## src/rtl/alu_pkg.sv

```systemverilog
// alu_pkg: shared ALU opcode encoding, widths and sequencer state type
package alu_pkg;
  localparam int ALU_W = 64;
  localparam int ALU_CTL_W = 4;
  typedef enum logic [ALU_CTL_W-1:0] {
    ADD = 4'd1,
    SUB = 4'd2,
    MUL = 4'd3,
    SHL = 4'd4,
    SHR = 4'd5,
    DIV = 4'd6,
    NOT = 4'd7
  } alu_op_e;
  typedef enum logic [1:0] {IDLE, ISSUE, CAPT, RESP} alu_seq_state_e;
endpackage

```

## src/rtl/alu_seq.sv

```systemverilog
// alu_seq: valid/ready sequencer in front of the registered ALU; issue, wait one cycle, capture, respond.
// Optional ALU_SEQ_DIVZERO_TRAP_EN answers DIV-by-zero locally with an error response instead of issuing it.
module alu_seq
  import alu_pkg::*;
#(
  parameter int WIDTH = ALU_W,
  parameter int CTL_W = ALU_CTL_W
) (
  input  logic             clk,
  input  logic             rst_n,
  input  logic             req_valid,
  output logic             req_ready,
  input  logic [CTL_W-1:0] req_op,
  input  logic [WIDTH-1:0] req_a,
  input  logic [WIDTH-1:0] req_b,
  output logic             rsp_valid,
  input  logic             rsp_ready,
  output logic [WIDTH-1:0] rsp_data,
  output logic             rsp_zero,
  output logic             rsp_err,
  output logic [CTL_W-1:0] alu_ctl,
  output logic [WIDTH-1:0] alu_a,
  output logic [WIDTH-1:0] alu_b,
  input  logic [WIDTH-1:0] alu_out,
  input  logic             alu_zero,
  output logic             busy
);
  alu_seq_state_e state;
  assign req_ready = state == IDLE;
  assign busy = state != IDLE;
  always_ff @(posedge clk or negedge rst_n) begin
    if (!rst_n) begin
      state <= IDLE;
      rsp_valid <= 1'b0;
      rsp_data <= '0;
      rsp_zero <= 1'b0;
      rsp_err <= 1'b0;
      alu_ctl <= '0;
      alu_a <= '0;
      alu_b <= '0;
    end else begin
      case (state)
        IDLE: if (req_valid) begin
`ifdef ALU_SEQ_DIVZERO_TRAP_EN
          if (req_op == CTL_W'(DIV) && req_b == '0) begin
            state <= RESP;
            rsp_valid <= 1'b1;
            rsp_data <= '1;
            rsp_zero <= 1'b0;
            rsp_err <= 1'b1;
          end else
`endif
          begin
            alu_ctl <= req_op;
            alu_a <= req_a;
            alu_b <= req_b;
            state <= ISSUE;
          end
        end
        ISSUE: state <= CAPT;
        CAPT: begin
          rsp_data <= alu_out;
          rsp_zero <= alu_zero;
          rsp_err <= 1'b0;
          rsp_valid <= 1'b1;
          state <= RESP;
        end
        RESP: if (rsp_ready) begin
          rsp_valid <= 1'b0;
          state <= IDLE;
        end
        default: state <= IDLE;
      endcase
    end
  end
endmodule

```

## config.mk

```make
export PLATFORM = sky130hd
export DESIGN_NAME = alu_seq
export DESIGN_NICKNAME = d
export VERILOG_FILES = /design/src/rtl/alu_pkg.sv /design/src/rtl/alu_seq.sv
export SDC_FILE = /design/constraint.sdc
export NUM_CORES = 1
export LEC_CHECK = 0
export CAP_MARGIN = 10
export CELL_PAD_IN_SITES_DETAIL_PLACEMENT = 2
export CELL_PAD_IN_SITES_GLOBAL_PLACEMENT = 2
export CORE_MARGIN = 2
export CORE_UTILIZATION = 23
export DETAILED_ROUTE_END_ITERATION = 7
export PLACE_DENSITY = 0.73
export SLEW_MARGIN = 20
export SYNTH_ARGS = -nofsm -noshare
export SYNTH_HDL_FRONTEND = slang
export SYNTH_SLANG_ARGS = --single-unit
```

## constraint.sdc

```tcl
create_clock -name clk -period 1.5 [get_ports clk]
set_input_delay 0.15 -clock clk [delete_from_list [all_inputs] [get_ports clk]]
set_output_delay 0.15 -clock clk [all_outputs]
set_load 0.05 [all_outputs]
```

# After elaboration in Yosys (flattened, before gate mapping)
# Index checks and enable logic that the tools add are counted.
word_totals:
  regBits: 200
  word_cells: 23
  input_bits: 201
  out_inout_bits: 201
op_classes:
  mux: 5
  eq_ne: 5
  reduce_logical: 6
op_table:
  columns: ["op", "count"]
  rows:
  - ["$pmux 2 s4", 1]
  - ["$reduce_and 2->1", 3]
  - ["$eq 2x2->1 const B", 2]
  - ["$mux 2", 2]
  - ["$ne 2x2->1 const B", 2]
  - ["$reduce_bool 2->1", 2]
  - ["$eq 2x1->1 const B", 1]
  - ["$logic_not 2->1", 1]
  - ["$pmux 1 s2", 1]
  - ["$mux 1", 1]

# Logic depth before layout (Yosys ltp)
# Gate-level depths: netlist of run 1.
depth:
  depth_word: 3
  depth_mapped: 6
  ltp_nobuf: 4

# Worst setup path after synthesis of run 1
# No wires, ideal clock.
synth_timing:
  path_kind: "register -> register"
  startpoint: "reg state[0]"
  endpoint: "reg state[1]"
  setup_time_ns: 0.125
  path_slack_ns: -0.027
  path_buffers: 0
  required_ns: 1.375
  stages_incl_launch_ff: 5
  arrival_time_ns: 1.402
  synth_period_minus_slack_ns: 1.527
  cell_sequence: "dfrtp_1 -> inv_1 -> ha_1 -> a21oi_1 -> mux2_2"
synth_between:
  elab_chain_cells: 3
  elab_cells_between_ends: 8
  cone_classes: "eq/ne: 5; mux: 1; reduce/logical: 2"
synth_rtl:
  columns: ["item", "line_no", "rtl"]
  rows:
  - ["start: declaration", "alu_seq.sv:28", "alu_seq_state_e state;"]
  - ["start signal: assignment", "alu_seq.sv:33", "state <= IDLE;"]
  - ["start signal: assignment", "alu_seq.sv:57", "state <= ISSUE;"]
  - ["start signal: assignment", "alu_seq.sv:60", "ISSUE: state <= CAPT;"]
  - ["$logic_not 2->1 (*)", null, null]
  - ["via req_ready", "alu_seq.sv:12", "output logic req_ready,"]
  - ["$ne 2x2->1 (no source line)", null, null]
  - ["$reduce_and 2->1 (no source line)", null, null]
# Mark *: on every way through the listed nets, which the timed path passes. The rest lies on a longest branch.
# A chain may end at the register's enable or synchronous reset.

# Worst setup path after layout of run 1
layout_timing:
  startpoint: "reg state[0]"
  endpoint: "reg alu_a[29]"
layout_between:
  elab_chain_cells: 2
layout_rtl:
  columns: ["item", "line_no", "rtl"]
  rows:
  - ["$logic_not 2->1", "alu_seq.sv:42", "case (state)"]
  - ["$reduce_and 2->1 (no source line)", null, null]
  - ["end signal: assignment", "alu_seq.sv:55", "alu_a <= req_a;"]
  - ["end: declaration", "alu_seq.sv:22", "output logic [WIDTH-1:0] alu_a,"]
# Every way passes these cells.

==> results.py, run 1 <==
metrics = {
    "die": {
        "die_h_um": 188,
        "die_area_um2": 35500,
        "initial_utilization_pct": 23.3,
        "die_width_um": 188,
        "io_pins": 402,
        "core_area_um2": 33500,
        "std_cell_rows": 67,
    },
    "synth": {
        "netlist_instances": 436,
        "compound_gate_fraction_of_synth_area_pct": 0.272,
        "synth_sequential_area_ratio_pct": 64.0,
        "synth_xor_area_share_pct": 0,
        "ys_types": 15,
        "netlist.top_cell.by_area": "dfrtp_1",
        "muxShareOfSynthArea_pct": 32.4,
        "synth-simple-area-share_pct": 0.176,
        "yosysWarningCount": 0,
        "syn_std_cell_area_um2": 7820,
        "ys_seq_elements": 200,
        "arithmetic_cell_share_of_the_synthesized_area_counting_full_adders_half_adders_and_majority_gates_pct": 0.640,
        "mappedNetlistNets": 641,
        "leading_cell_types_by_total_area_after_synthesis": "dfrtp_1, mux2_2, mux2_4, buf_6, ha_1",
        "synth_top_family_by_area": "multiplexers",
        "synthesis.area_per_instance_um2": 17.9,
        "synth.top_cell.area_share_pct": 64.0,
    },
    "route": {
        "routed_wire_length_per_instance_um": 20.3,
        "detailedRoute.firstIterationViolations": 101,
        "drtPass1Iterations": 4,
        "detailroute.via_count": 5439,
        "detail_route.drc_violations": 0,
        "drt_wl_total_um": 27000,
        "per_cell_via_count_in_the_routed_design": 4.08,
        "ant_nets": 0,
    },
    "timing": {
        "setup_viol_count_final": 38,
        "max_freq_mhz": 657,
        "tns_ps": -346,
        "timing.clock.skew_ps": 9.59,
        "layout_worst_path_cycle_share_pct": 101,
        "setup_slack_after_layout_ps": -21.1,
        "rsz0062_at_grt": "yes",
        "finalHoldViolations": 0,
        "finalCriticalPeriod_ps": 1520,
        "slew_violations": 0,
    },
    "placed_design": {
        "dp_slack_ps": -165,
        "dpl.hpwl_um": 20000,
        "gp_congestion": 0.737,
        "io_buffer_count": 400,
    },
    "setup_path": {
        "cp-start-kind": "register",
        "cpMaxStageDelayCell": "dfrtp_1",
        "timing.critical_path.arrival_ps": 1840,
        "critPathMaxStageDelay_ps": 400,
        "setup.worst_path.start": "state[0]",
        "critical_path.endpoint_type": "register",
        "worst_path_dominant_cell_family": "buffers and inverters",
        "crit_required_ps": 1820,
        "cell_chain_of_the_critical_path": "inv_2, ha_4, nand2_8, buf_12, buf_16, mux2_4",
        "path_class": "register to register",
        "crit_path_end": "alu_a[29]",
        "timing.critical_path.depth": 6,
        "maximum_fanout_encountered_on_the_critical_timing_path": 12,
        "worstRegToRegCells": 6,
        "r2r_path_end": "alu_a[29]",
        "setup.reg_to_reg.worst_slack_ps": -20,
        "r2r-start": "state[0]",
        "critPathBufInv": 3,
    },
    "cts": {
        "clkTransAtPathRegs_ps": 70,
        "number_of_cts_inserted_buffers": 17,
        "clock_insertion_delay_worst_skew_ps": 440,
        "ctsRootBufferMaster": "clkbuf_16",
        "clock-sinks": 200,
        "cts.htree.levels": 4,
        "ctsLongestPathBuffers": 2,
        "tritoncts_clock_tree": "built",
    },
    "final_layout": {
        "n_fill_cell": 3358,
        "area.growth.synth_to_final_pct": 67.9,
        "num-nets-final": 1078,
        "diodes": 0,
        "fin_util_pct": 39.1,
        "post_route_cells_drive_above_1_share_pct": 54.0,
    },
    "power_and_ir_drop": {
        "cellInternalPower_mw": 19.5,
        "ratio_of_total_power_to_cell_area_nw_per_um2": 2840,
        "vdd_drop_max_mv": 1.17,
        "power.sequential.fraction_pct": 26.5,
        "power_switching_mw": 17.7,
        "sw_frac_of_total_pct": 47.5,
        "static-leakage-power_nw": 6.12,
        "clock_power_share_pct": 12.5,
        "power.share.combinational_pct": 61.0,
    },
    "global_routing": {
        "antenna_found_initial": 0,
        "grt_max_degree": 40,
        "grt_use_total_pct": 15.0,
        "grt_pass1_vias": 6284,
        "first_pass_grt_wire_length_um": 39800,
        "globalRouteOverflowTotal": 0,
    },
    "status": {
        "violations_in_the_final_reports": "setup timing",
        "status": "finished, violations left",
    },
    "run": {
        "drv.max_cap_violation_count": 0,
    },
    "hold_path": {
        "min-delay-path-class": "input port to async pin",
    },
}
## state kept, by name, summed over array words and instances, names as in the netlist
signal,count
rsp_zero,1
rsp_valid,1
rsp_data,64
alu_a,64
state,2
alu_b,64
alu_ctl,4
## layout by cell type, fill, tap and decap left out, types with 5 or more instances in the layout
cell type / n
clkinv_4: 5
buf_12: 13
mux2_2: 107
clkbuf_8: 6
clkdlybuf4s50_1: 199
buf_4: 209
mux2_4: 91
buf_16: 5
dfrtp_1: 200
clkbuf_16: 23
## stage by stage
stage | hold WS, ps | cells | area, um2 | power (mW)
global placement | 145 | 1287 | 12100 | 31.4
global route | 231 | 1334 | 13100 | 38.9
finish | 238 | 1334 | 13100 | 37.2
floorplan | -146 | 436 | 7820 | 24.5
detailed placement | 135 | 1287 | 12100 | 32.0
CTS | 218 | 1326 | 12900 | 37.3
## cells by family after synthesis
| logic type | Yosys count |
|---|---|
| AOI/OAI and AO/OA | 3 |
| other | 1 |
| and+or+nand+nor | 3 |
| muxes | 198 |
| adders and majority gates | 4 |
| buffers and inverters | 27 |
| DFF | 200 |
## worst min path at each step
stage	end	slack (ps)	start	cells after the start
global placement	rsp_data[25]	150	rst_n	1
floorplan	alu_a[0]	-150	rst_n	0
CTS	rsp_data[25]	220	rst_n	2
global route	rsp_data[25]	230	rst_n	2
finish	rsp_data[26]	240	rst_n	2
detailed placement	rsp_data[25]	140	rst_n	1
## layout make-up
cell class	count	area, um2	share of cell area, %
clock buffer	23	498	3.79
clock inverter	9	91.3	0.696
inverter	5	18.8	0.143
multi-input combinational	209	2720	20.7
sequential	200	5000	38.1
tap	448	561	4.27
timing repair buffer	440	4240	32.3
## power by group through the flow
stage / Clock, mW / Sequential, mW / Combinational (mW)
floorplan: 0 / 19.3 / 5.25
global placement: 0 / 9.73 / 21.7
detailed placement: 0 / 9.93 / 22.0
CTS: 4.85 / 9.89 / 22.6
global route: 5.07 / 10.2 / 23.6
finish: 4.65 / 9.86 / 22.7
## Yosys cell counts
master / n
nor2_1: 1
buf_6: 9
mux2_2: 118
dfrtp_1: 200
inv_1: 5
a21oi_1: 1
buf_2: 9
o32a_1: 1
mux2_4: 80
buf_4: 4
nand2_1: 1
conb_1: 1
nor2b_1: 1
ha_1: 4
o22ai_1: 1
## layer usage
| metal | wire, um | vias to the layer above | part of all wire (%) | GRT usage, % |
|---|---|---|---|---|
| met5 | 0 | - | 0 | 0 |
| li1 | - | 2392 | - | - |
| met3 | 1960 | 28 | 7.2 | 5.33 |
| met4 | 601 | 0 | 2.2 | 4.93 |
| met1 | 10200 | 2789 | 38 | 16.4 |
| met2 | 14300 | 230 | 53 | 26.9 |
## worst reg2reg max path, stage by stage (launching register included)
cell and delay, ps:
dfrtp_1 400, inv_2 100, ha_4 180, nand2_8 80, buf_12 170, buf_16 170, mux2_4 320
## what timing repair did
item | in CTS | in global routing
pin swaps | 2 | 1
setup endpoints to repair | 152 | 134
endpoints found under the hold margin | 50 | 0
cloned | 3 | 7
hold buffers | 1 | 0
gates resized for setup | 27 | 7
buffers inserted | 3 | 1
Power figures use the tool's default switching activity.
==> inputs of run 2 (changes only) <==
SETUP_SLACK_MARGIN = 0.2   (was default)
==> run 2 against run 1 <==
Effect of this change: the flow still finishes with violations (setup timing); fmax fell by 3.0%; register-to-register slack lost 50 ps; sequential share of layout area down 0.89 points; sequential cell count did not move; clock-buffer cell count unchanged; clock skew up 1.2 ps; core utilization rose by 0.93 points; largest cell class unchanged.
==> results.py, run 2 (synthesis gave the netlist of run 1 again) <==
metrics = {
    "route": {
        "detailedRoute.firstIterationViolations": 130,
        "drtPass1Iterations": 4,
        "ant_nets": 0,
        "detail_route.drc_violations": 0,
        "routed_wire_length_per_instance_um": 20.7,
        "drt_wl_total_um": 27800,
        "detailroute.via_count": 5479,
        "per_cell_via_count_in_the_routed_design": 4.07,
    },
    "final_layout": {
        "regArea_um2": 5000,
        "diodes": 0,
        "area.growth.synth_to_final_pct": 71.9,
        "leading_cell_type_in_the_layout_fill_and_taps_excluded": "buf_4",
        "post_route_cells_drive_above_1_share_pct": 54.6,
        "multi_input_comb_area_um2": 2940,
        "biggestRegsByFlops": "alu_a (64), alu_b (64), rsp_data (64)",
        "num-nets-final": 1092,
        "fin_area_um2": 13400,
        "fin_util_pct": 40.1,
        "most-common-layout-cells": "buf_4, dfrtp_1, clkdlybuf4s50_1",
        "n_fill_cell": 3357,
    },
    "cts": {
        "number_of_cts_inserted_buffers": 17,
        "ctsRootBufferMaster": "clkbuf_16",
        "cts.htree.levels": 4,
        "clock-sinks": 200,
        "clock_insertion_delay_worst_skew_ps": 440,
        "ctsLongestPathBuffers": 2,
        "tritoncts_clock_tree": "built",
        "clkTransAtPathRegs_ps": 70,
    },
    "placed_design": {
        "dpl.hpwl_um": 20000,
        "placedInstanceArea_um2": 12100,
        "io_buffer_count": 400,
        "gp_congestion": 0.760,
        "dp_slack_ps": -128,
    },
    "global_routing": {
        "grt_pass1_vias": 6243,
        "grt_use_total_pct": 14.4,
        "globalRouteOverflowTotal": 0,
        "first_pass_grt_wire_length_um": 38600,
        "grt_max_degree": 52,
        "antenna_found_initial": 0,
    },
    "timing": {
        "finalCriticalPeriod_ps": 1570,
        "setup_viol_count_final": 116,
        "layout_worst_path_cycle_share_pct": 105,
        "rsz0062_at_grt": "yes",
        "timing.clock.skew_ps": 10.8,
        "tns_ps": -2130,
        "max_freq_mhz": 638,
        "finalHoldViolations": 0,
        "setup_slack_after_layout_ps": -67.7,
        "slew_violations": 0,
    },
    "run": {
        "drv.max_cap_violation_count": 0,
    },
    "setup_path": {
        "timing.critical_path.arrival_ps": 1880,
        "critical_path.endpoint_type": "register",
        "maximum_fanout_encountered_on_the_critical_timing_path": 6,
        "worstRegToRegCells": 6,
        "crit_required_ps": 1820,
        "path_class": "register to register",
        "cp-start-kind": "register",
    },
    "die": {
        "die_width_um": 188,
        "std_cell_rows": 67,
        "die_area_um2": 35500,
        "die_h_um": 188,
        "core_area_um2": 33500,
        "initial_utilization_pct": 23.3,
        "io_pins": 402,
    },
    "hold_path": {
        "min-delay-path-class": "input port to async pin",
    },
    "status": {
        "violations_in_the_final_reports": "setup timing",
        "status": "finished, violations left",
    },
}
-- run 2: cell count changes in the layout (fill, tap and decap cells not counted), sizes merged --
cell    change
buf        +13
clkinv      -4
clkbuf      +2
bufinv      +2
bufbuf      -1
-- run 2: cell type report --
type / instances / share of cell area [%]
Tap cell: 448 / 4.17
Multi-Input combinational cell: 209 / 21.9
Clock buffer: 23 / 3.48
Clock inverter: 7 / 0.894
Timing Repair Buffer: 454 / 32.2
Inverter: 5 / 0.158
Sequential cell: 200 / 37.2
-- run 2: through the flow --
| stage | std cells | hold slack (ps) |
|---|---|---|
| after floorplan | 436 | -146 |
| after global placement | 1297 | 61.1 |
| after detailed placement | 1297 | 59.3 |
| after CTS | 1328 | 137 |
| after global routing | 1346 | 193 |
| final | 1346 | 190 |
-- run 2: worst max-delay path, stage by stage (launching register included) --
cell and delay (ps):
dfrtp_1 390, inv_2 100, buf_6 110, ha_4 210, buf_8 160, clkbuf_16 170, mux2_4 300
-- run 2: path summary, 6_finish.rpt --
path,start,end,slack [ps]
worst max register to register,state[0],rsp_data[39],-70
worst min-delay path,rst_n,alu_a[36],190
worst max-delay path,state[0],rsp_data[39],-70
max in group asynchronous,rst_n,alu_a[21],600
worst min register to register,alu_b[30],alu_b[30],510
min in group clk,req_a[8],alu_a[8],320
-- run 2: timing repair --
item	in CTS	in global routing
gates resized for setup	14	86
pin swaps	1	2
setup endpoints to repair	201	202
hold buffers	1	0
gates cloned	0	12
hold endpoints to repair	126	0
setup buffers	0	6
-- run 2: routing by layer --
| metal | share of wire (%) | track usage, % | vias to the layer above |
|---|---|---|---|
| li1 | - | - | 2418 |
| met2 | 54 | 26.1 | 222 |
| met3 | 7.0 | 5.59 | 20 |
| met1 | 37 | 15.5 | 2819 |
| met4 | 1.6 | 3.88 | 0 |
| met5 | 0 | 0 | - |
Power of run 2 is left out: the tool's default activity adds up to more than one toggle a clock period on the data nets, which glitch-free logic cannot reach.
